### config.mk
export PLATFORM = sky130hd
export DESIGN_NAME = shift_add_multiplier
export DESIGN_NICKNAME = d
export VERILOG_FILES = /design/src/rtl/mult_pkg.sv /design/src/rtl/mult_datapath.sv /design/src/rtl/shift_add_multiplier.sv
export SDC_FILE = /design/constraint.sdc
export NUM_CORES = 1
export LEC_CHECK = 0
export ABC_AREA = 1
export BUFFER_PORTS_ARGS = -buffer_cell sky130_fd_sc_hd__buf_2
export CORE_MARGIN = 2
export CORE_UTILIZATION = 45
export DETAILED_ROUTE_END_ITERATION = 10
export PLACE_DENSITY = 0.68
export SETUP_SLACK_MARGIN = 0.2
export SLEW_MARGIN = 30
export SYNTH_ARGS = -nofsm -noshare
export SYNTH_HDL_FRONTEND = slang
export SYNTH_SLANG_ARGS = --single-unit
### constraint.sdc
create_clock -name clk -period 1.6 [get_ports clk]
set_clock_uncertainty 0.15 [all_clocks]
set_input_delay 0 -clock clk [delete_from_list [all_inputs] [get_ports clk]]
set_output_delay 0 -clock clk [all_outputs]
set_load 0.02 [all_outputs]
### src/rtl/mult_pkg.sv
`default_nettype none
// ============================================================================
// Module      : mult_pkg
// Description : Shared definitions for the shift-add multiplier. Holds the
//               controller state encoding, the product-width helper and the
//               two's-complement magnitude function used at operand capture.
// Revision    : 1.0 - parametrised signed/unsigned multiplier
// ============================================================================
package mult_pkg;

    // Controller states. Encoding 2'b11 is unused; the FSM returns to IDLE
    // from it.
    typedef enum logic [1:0] {
        IDLE   = 2'b00,
        CALC   = 2'b01,
        FINISH = 2'b10
    } state_t;

    // Working width of abs_w. Operands are sign- or zero-extended to this
    // width before the magnitude is taken, so one function serves every
    // WIDTH up to 32 (product width up to 64).
    localparam int c_ABS_W = 64;

    // Product width for a given operand width.
    function automatic int prodWidth(input int width);
        return 2 * width;
    endfunction

    // Magnitude of a two's-complement value held in c_ABS_W bits. A
    // non-negative (zero-extended) input is returned unchanged, which makes
    // the same path correct for unsigned operands.
    function automatic logic [c_ABS_W-1:0] abs_w(input logic [c_ABS_W-1:0] value);
        return value[c_ABS_W-1] ? ((~value) + 64'd1) : value;
    endfunction

endpackage
`default_nettype wire

### src/rtl/mult_datapath.sv
`default_nettype none
// ============================================================================
// Module      : mult_datapath
// Description : Datapath of the shift-add multiplier. Captures operand
//               magnitudes and the result sign, accumulates one multiplier
//               bit per strobe, and forms the signed/unsigned product.
//
// Ports       : clk              rising-edge clock
//               reset_n          asynchronous active-low reset
//               i_load           capture a/b/signedMode, clear accumulator
//               i_addShift       one multiply step (add if mplr[0], shift)
//               i_finish         register the (possibly negated) product
//               i_signedMode     1 = two's-complement operands
//               i_a, i_b         multiplicand / multiplier (WIDTH bits)
//               o_loadZero       multiplier magnitude at the inputs is zero
//               o_mplrNextZero   multiplier register is zero after this shift
//               o_product        registered product (2*WIDTH bits)
// Revision    : 1.0 - parametrised signed/unsigned multiplier
// ============================================================================
module mult_datapath
    import mult_pkg::*;
#(
    parameter int WIDTH = 8
) (
    input  logic                 clk,
    input  logic                 reset_n,
    input  logic                 i_load,
    input  logic                 i_addShift,
    input  logic                 i_finish,
    input  logic                 i_signedMode,
    input  logic [WIDTH-1:0]     i_a,
    input  logic [WIDTH-1:0]     i_b,
    output logic                 o_loadZero,
    output logic                 o_mplrNextZero,
    output logic [2*WIDTH-1:0]   o_product
);

    localparam int PW    = prodWidth(WIDTH);
    localparam int c_PAD = c_ABS_W - WIDTH;

    logic [PW-1:0]      r_acc;
    logic [PW-1:0]      r_mcand;
    logic [WIDTH-1:0]   r_mplr;
    logic               r_neg;
    logic [PW-1:0]      r_product;

    logic [c_ABS_W-1:0] w_aExt;
    logic [c_ABS_W-1:0] w_bExt;
    logic [c_ABS_W-1:0] w_aAbsFull;
    logic [c_ABS_W-1:0] w_bAbsFull;
    logic [WIDTH-1:0]   w_aMag;
    logic [WIDTH-1:0]   w_bMag;
    logic               w_negLoad;
    logic [PW-1:0]      w_accSum;
    logic [PW-1:0]      w_result;
    logic               w_unusedAbsBits;

    // Operand capture: in unsigned mode the extension bits are zero so abs_w
    // leaves the value untouched. The magnitude of the most-negative value
    // (2^(WIDTH-1)) still fits in WIDTH unsigned bits.
    always_comb begin
        w_aExt     = {{c_PAD{i_signedMode & i_a[WIDTH-1]}}, i_a};
        w_bExt     = {{c_PAD{i_signedMode & i_b[WIDTH-1]}}, i_b};
        w_aAbsFull = abs_w(w_aExt);
        w_bAbsFull = abs_w(w_bExt);
        w_aMag     = w_aAbsFull[WIDTH-1:0];
        w_bMag     = w_bAbsFull[WIDTH-1:0];
        w_negLoad  = i_signedMode & (i_a[WIDTH-1] ^ i_b[WIDTH-1]);
    end

    // Upper magnitude bits are always zero by construction.
    assign w_unusedAbsBits = ^{w_aAbsFull[c_ABS_W-1:WIDTH], w_bAbsFull[c_ABS_W-1:WIDTH]};

    // Accumulator add is PW bits wide; the sum of shifted magnitudes is
    // bounded by (2^WIDTH-1)^2 and cannot overflow.
    assign w_accSum = r_acc + r_mcand;

    // Negating a zero accumulator yields zero, so a zero product is always +0.
    assign w_result = r_neg ? ((~r_acc) + PW'(1)) : r_acc;

    assign o_loadZero     = (w_bMag == '0);
    assign o_mplrNextZero = (r_mplr[WIDTH-1:1] == '0);
    assign o_product      = r_product;

    always_ff @(posedge clk or negedge reset_n) begin
        if (!reset_n) begin
            r_acc     <= '0;
            r_mcand   <= '0;
            r_mplr    <= '0;
            r_neg     <= 1'b0;
            r_product <= '0;
        end else if (i_load) begin
            r_acc     <= '0;
            r_mcand   <= {{WIDTH{1'b0}}, w_aMag};
            r_mplr    <= w_bMag;
            r_neg     <= w_negLoad;
        end else if (i_addShift) begin
            if (r_mplr[0]) begin
                r_acc <= w_accSum;
            end
            r_mcand   <= r_mcand << 1;
            r_mplr    <= r_mplr >> 1;
        end else if (i_finish) begin
            r_product <= w_result;
        end
    end

endmodule
`default_nettype wire

### src/rtl/shift_add_multiplier.sv
`default_nettype none
// ============================================================================
// Module      : shift_add_multiplier
// Description : Sequential shift-add multiplier with run-time signed or
//               unsigned operands, early termination once the remaining
//               multiplier bits are zero, and a busy/done handshake.
//               Latency is k+1 cycles where k is the bit length of the
//               multiplier magnitude (1 cycle when b is zero).
//
// Ports       : clk          rising-edge clock
//               reset_n      asynchronous active-low reset
//               start        request, honoured only while busy is low
//               signed_mode  1 = two's-complement operands (sampled w/ start)
//               a            multiplicand, WIDTH bits (sampled with start)
//               b            multiplier, WIDTH bits (sampled with start)
//               busy         high while an operation is in flight
//               done         one-cycle pulse when product is updated
//               product      2*WIDTH-bit result, held until the next done
// Parameters  : WIDTH        operand width, 2..32
// Revision    : 1.0 - parametrised signed/unsigned multiplier
// ============================================================================
module shift_add_multiplier
    import mult_pkg::*;
#(
    parameter int WIDTH = 8
) (
    input  logic                 clk,
    input  logic                 reset_n,
    input  logic                 start,
    input  logic                 signed_mode,
    input  logic [WIDTH-1:0]     a,
    input  logic [WIDTH-1:0]     b,
    output logic                 busy,
    output logic                 done,
    output logic [2*WIDTH-1:0]   product
);

    state_t r_state;
    logic   r_busy;
    logic   r_done;

    logic   w_load;
    logic   w_addShift;
    logic   w_finish;
    logic   w_loadZero;
    logic   w_mplrNextZero;

    // Datapath strobes are decoded from the registered state; start only
    // matters in IDLE, so a start while busy has no effect anywhere.
    always_comb begin
        w_load     = (r_state == IDLE) && start;
        w_addShift = (r_state == CALC);
        w_finish   = (r_state == FINISH);
    end

    mult_datapath #(
        .WIDTH (WIDTH)
    ) u_datapath (
        .clk            (clk),
        .reset_n        (reset_n),
        .i_load         (w_load),
        .i_addShift     (w_addShift),
        .i_finish       (w_finish),
        .i_signedMode   (signed_mode),
        .i_a            (a),
        .i_b            (b),
        .o_loadZero     (w_loadZero),
        .o_mplrNextZero (w_mplrNextZero),
        .o_product      (product)
    );

    // Controller. busy and done are registered alongside the state so they
    // change on the same edges as the state they describe.
    always_ff @(posedge clk or negedge reset_n) begin
        if (!reset_n) begin
            r_state <= IDLE;
            r_busy  <= 1'b0;
            r_done  <= 1'b0;
        end else begin
            r_done <= 1'b0;
            case (r_state)
                IDLE: begin
                    if (start) begin
                        r_busy  <= 1'b1;
                        // A zero multiplier needs no add/shift steps.
                        r_state <= w_loadZero ? FINISH : CALC;
                    end
                end
                CALC: begin
                    if (w_mplrNextZero) begin
                        r_state <= FINISH;
                    end
                end
                FINISH: begin
                    r_state <= IDLE;
                    r_busy  <= 1'b0;
                    r_done  <= 1'b1;
                end
                default: begin
                    r_state <= IDLE;
                    r_busy  <= 1'b0;
                end
            endcase
        end
    end

    assign busy = r_busy;
    assign done = r_done;

endmodule
`default_nettype wire

==> summary.txt <==
Status
  • Outcome: finished with violations
  • Failing checks: hold timing, setup timing

Place
  • HPWL after DPL: 7190 µm
  • Placer Congestion: 0.888
  • Dpl cells: 730
  • PortBufs: 37
  • Dpl ws: -0.219 ns

Die
  • Core area: 8640 µm²
  • Io pins: 38
  • Die Width: between 90 and 100 µm
  • Starting Density: between 40% and 50%
  • Die footprint: 9620 µm²
  • Die Ht: roughly 98 µm
  • Row count: 34

Timing
  • Final worst setup slack: -0.347 ns
  • Worst Hold Slack: -0.0383 ns
  • Fmax: ~0.5 GHz
  • Unrepaired setup endpoints after global routing: true
  • Actual slew at the worst max-slew pin: ~0.42 ns
  • TNS Setup: -3.00 ns
  • Hold Fails Final Rpt: 18
  • Final Max Tran Viols: 0
  • Fin crit share: 122%
  • Final setup viols: 22
  • Final min period: between 1.5 and 2 ns
  • Slew margin rel.: a little under three quarters

Global route
  • GRT Util Overall: 23.4%
  • Vias in the first global route: 4181
  • First-pass GRT wire length: 18500 µm
  • Total grt overflow: 0
  • Initial antenna violation count: 0
  • Pin count of the biggest net entering global routing: 45

Yosys
  • Syn Std Cell Area: between 3000 and 4000 µm²
  • Avg Synthesized Cell Area: 7.39 µm²
  • Syn_nets: 578
  • Mapped Cells: 539
  • Register area share after synthesis: 38.3%
  • Syn. warnings: 0
  • Count of cell types in the netlist: 41
  • Flops & latches, synth: 61

Routing
  • DRT iter0 DRCs: roughly 180
  • Routed wire length: 12700 µm
  • DR pass1 iterations: 4
  • Metal2 WL: 6660 µm
  • Drt wl/cell: 16.0 µm
  • Wl on met1: just under 5000 µm
  • Vias post-DR: between 4000 and 5000
  • Top routing layer used: met4
  • Vias per cell: 5.31
  • Met3 WL: approximately 570 µm
  • Remaining DRCs: 0
  • DRT antenna net count: 0

Clock network
  • # clock sinks: between 60 and 70
  • Worst-path clk slew: roughly 0.080 ns
  • CTS buffer count: 9
  • CTS Hold Buffers Added: 22
  • Worst-skew pair later-pin latency: 0.35 ns
  • Clk buf depth: 2
  • CTS tree: yes
  • Root Buffer: clkbuf_8
  • H-tree depth: 3

Setup path
  • R2r setup slk: -0.35 ns
  • Crit path max fanout: 4
  • R2r endpoint: u_datapath.r_acc[6]$_DFFE_PN0P_
  • Reg-to-reg critical path startpoint: u_datapath.r_acc[0]$_DFFE_PN0P_
  • Critical Path End Type: register
  • Arrival time worst endpoint: 2.07 ns
  • Slowest cell delay on critical path: 0.39 ns
  • CP max-delay cell: dfrtp_1
  • Critical path's top delay family: adder cells
  • R2R cell count: 9
  • Critical Setup Path Class: register to register
  • Startpoint Class: register
  • Most Frequent Cell on Critical Path: nand2_2
  • Cell depth of the worst setup path: 9
  • Cell Chain, Critical Path: ha_2, fa_2, nand2_2, a21oi_4, nand2_2, nand2_4, a21oi_1, o21ai_0, o21ai_1
  • Worst EP required: 1.72 ns
  • WP buf/inv: 0

Cells and area
  • Most common cell after layout, fill and taps aside: nand2_1
  • Post-layout nets: just over 700
  • Ratio of cells with drive above 1 in the final layout: 38.7%
  • Layout area overhead: 51.3%
  • Final cell count without fillers: 791
  • Most frequent cells in the layout: nand2_1, buf_4, dfrtp_1
  • Diodes inserted: 0

Hold path
  • Hold WC Path Type: input pin to asynchronous set/reset pin

Pwr
  • Power per cell area: 2020 nW/µm²
  • Max rail drop VDD: 1.08 mV
  • Leak: 0.00300 µW

Run
  • Number of max-cap violations: 0
-- worst reg2reg max path: stages (launching register included) --
cell and delay (ns):
dfrtp_1 0.39, ha_2 0.20, fa_2 0.34, nand2_2 0.10, a21oi_4 0.09, nand2_2 0.11
nand2_4 0.08, a21oi_1 0.19, o21ai_0 0.13, o21ai_1 0.08
-- flip-flops by register name, summed over array words and instances, names as in the netlist --
| name | flops |
|---|---|
| done | 1 |
| u_datapath.r_neg | 1 |
| u_datapath.o_product | 16 |
| u_datapath.r_mplr | 8 |
| r_state | 2 |
| u_datapath.r_mcand | 16 |
| busy | 1 |
| u_datapath.r_acc | 16 |
-- cells by family (layout without fill, tap and decap cells) --
logic type / after synthesis / in the layout / share of synthesized area, %
DFF: 61 / 61 / 38.3
and+or+nand+nor: 276 / 276 / 30.1
buffers and inverters: 80 / 224 / 8.73
adders and majority gates: 19 / 19 / 6.15
xor gates and xnor gates: 17 / 17 / 3.74
AOI/OAI and AO/OA: 86 / 86 / 13.0
-- layer usage --
metal | track usage, % | vias to the layer above
met5 | 0 | -
li1 | - | 2024
met1 | 27.6 | 1983
met3 | 4.29 | 48
met4 | 9.51 | 0
met2 | 41.9 | 142
-- metrics by stage --
step           power, µW  hold WS [ns]  area [µm²]  util [%]
2_1_floorplan       6360        -0.446        4050         -
5_1_grt            13000      -0.00471        6030      69.8
3_5_place_dp        8340        -0.197        4720      54.7
3_3_place_gp        8190        -0.201        4720      54.7
4_1_cts            10700       -0.0240        5460      63.2
6_report           12100       -0.0383        6030      69.8
-- report_power, final --
part	internal [µW]	total (µW)	switching, µW
clock	871	1510	636
sequential	2190	2820	630
combinational	3540	7820	4280
-- cell type report --
cell class | count | area, µm²
Tap cell | 108 | 135
Timing Repair inverter | 4 | 31.3
Clock buffer | 11 | 131
Sequential cell | 61 | 1530
Multi-Input combinational cell | 398 | 2720
Fill cell | 657 | 2610
Inverter | 72 | 324
Timing Repair Buffer | 132 | 1080
Clock inverter | 5 | 75.1
-- how the worst max path moves through the flow --
stage                                                  from                               end  slack, ns
after floorplan           u_datapath.r_mcand[0]$_DFFE_PN0P_  u_datapath.r_acc[10]$_DFFE_PN0P_      -0.08
after CTS                   u_datapath.r_acc[0]$_DFFE_PN0P_  u_datapath.r_acc[10]$_DFFE_PN0P_      -0.18
after global placement      u_datapath.r_acc[0]$_DFFE_PN0P_  u_datapath.r_acc[14]$_DFFE_PN0P_      -0.14
after global routing        u_datapath.r_acc[0]$_DFFE_PN0P_   u_datapath.r_acc[6]$_DFFE_PN0P_      -0.39
final                       u_datapath.r_acc[0]$_DFFE_PN0P_   u_datapath.r_acc[6]$_DFFE_PN0P_      -0.35
after detailed placement  u_datapath.r_mcand[0]$_DFFE_PN0P_  u_datapath.r_acc[14]$_DFFE_PN0P_      -0.22
-- repair_timing --
item,CTS,global route
setup buffers,5,13
hold endpoints to repair,79,1
pin swaps,17,54
cloned,0,6
setup endpoints to repair,44,48
gates resized for setup,53,123
-- cells in the mapped netlist (all sizes together) --
library cell	number	area, µm²
nor3	5	25.0
nand2	178	727
fa	1	20.0
or2	1	6.26
xor2	12	105
o22ai	11	68.8
buf	8	61.3
nand4	3	18.8
nand3b	4	30.0
and3	1	6.26
o211ai	1	12.5
nor4	2	12.5
a31oi	3	18.8
and2	2	12.5
ha	18	225
o21bai	2	15.0
clkinv	3	22.5
a22oi	7	72.6
inv	69	264
a21oi	19	98.9
nor2	43	176
o221ai	1	8.76
nand3	37	185
dfrtp	61	1530
xnor2	5	43.8
o21ai	42	221
No activity file was read; power rests on OpenSTA's default activity.
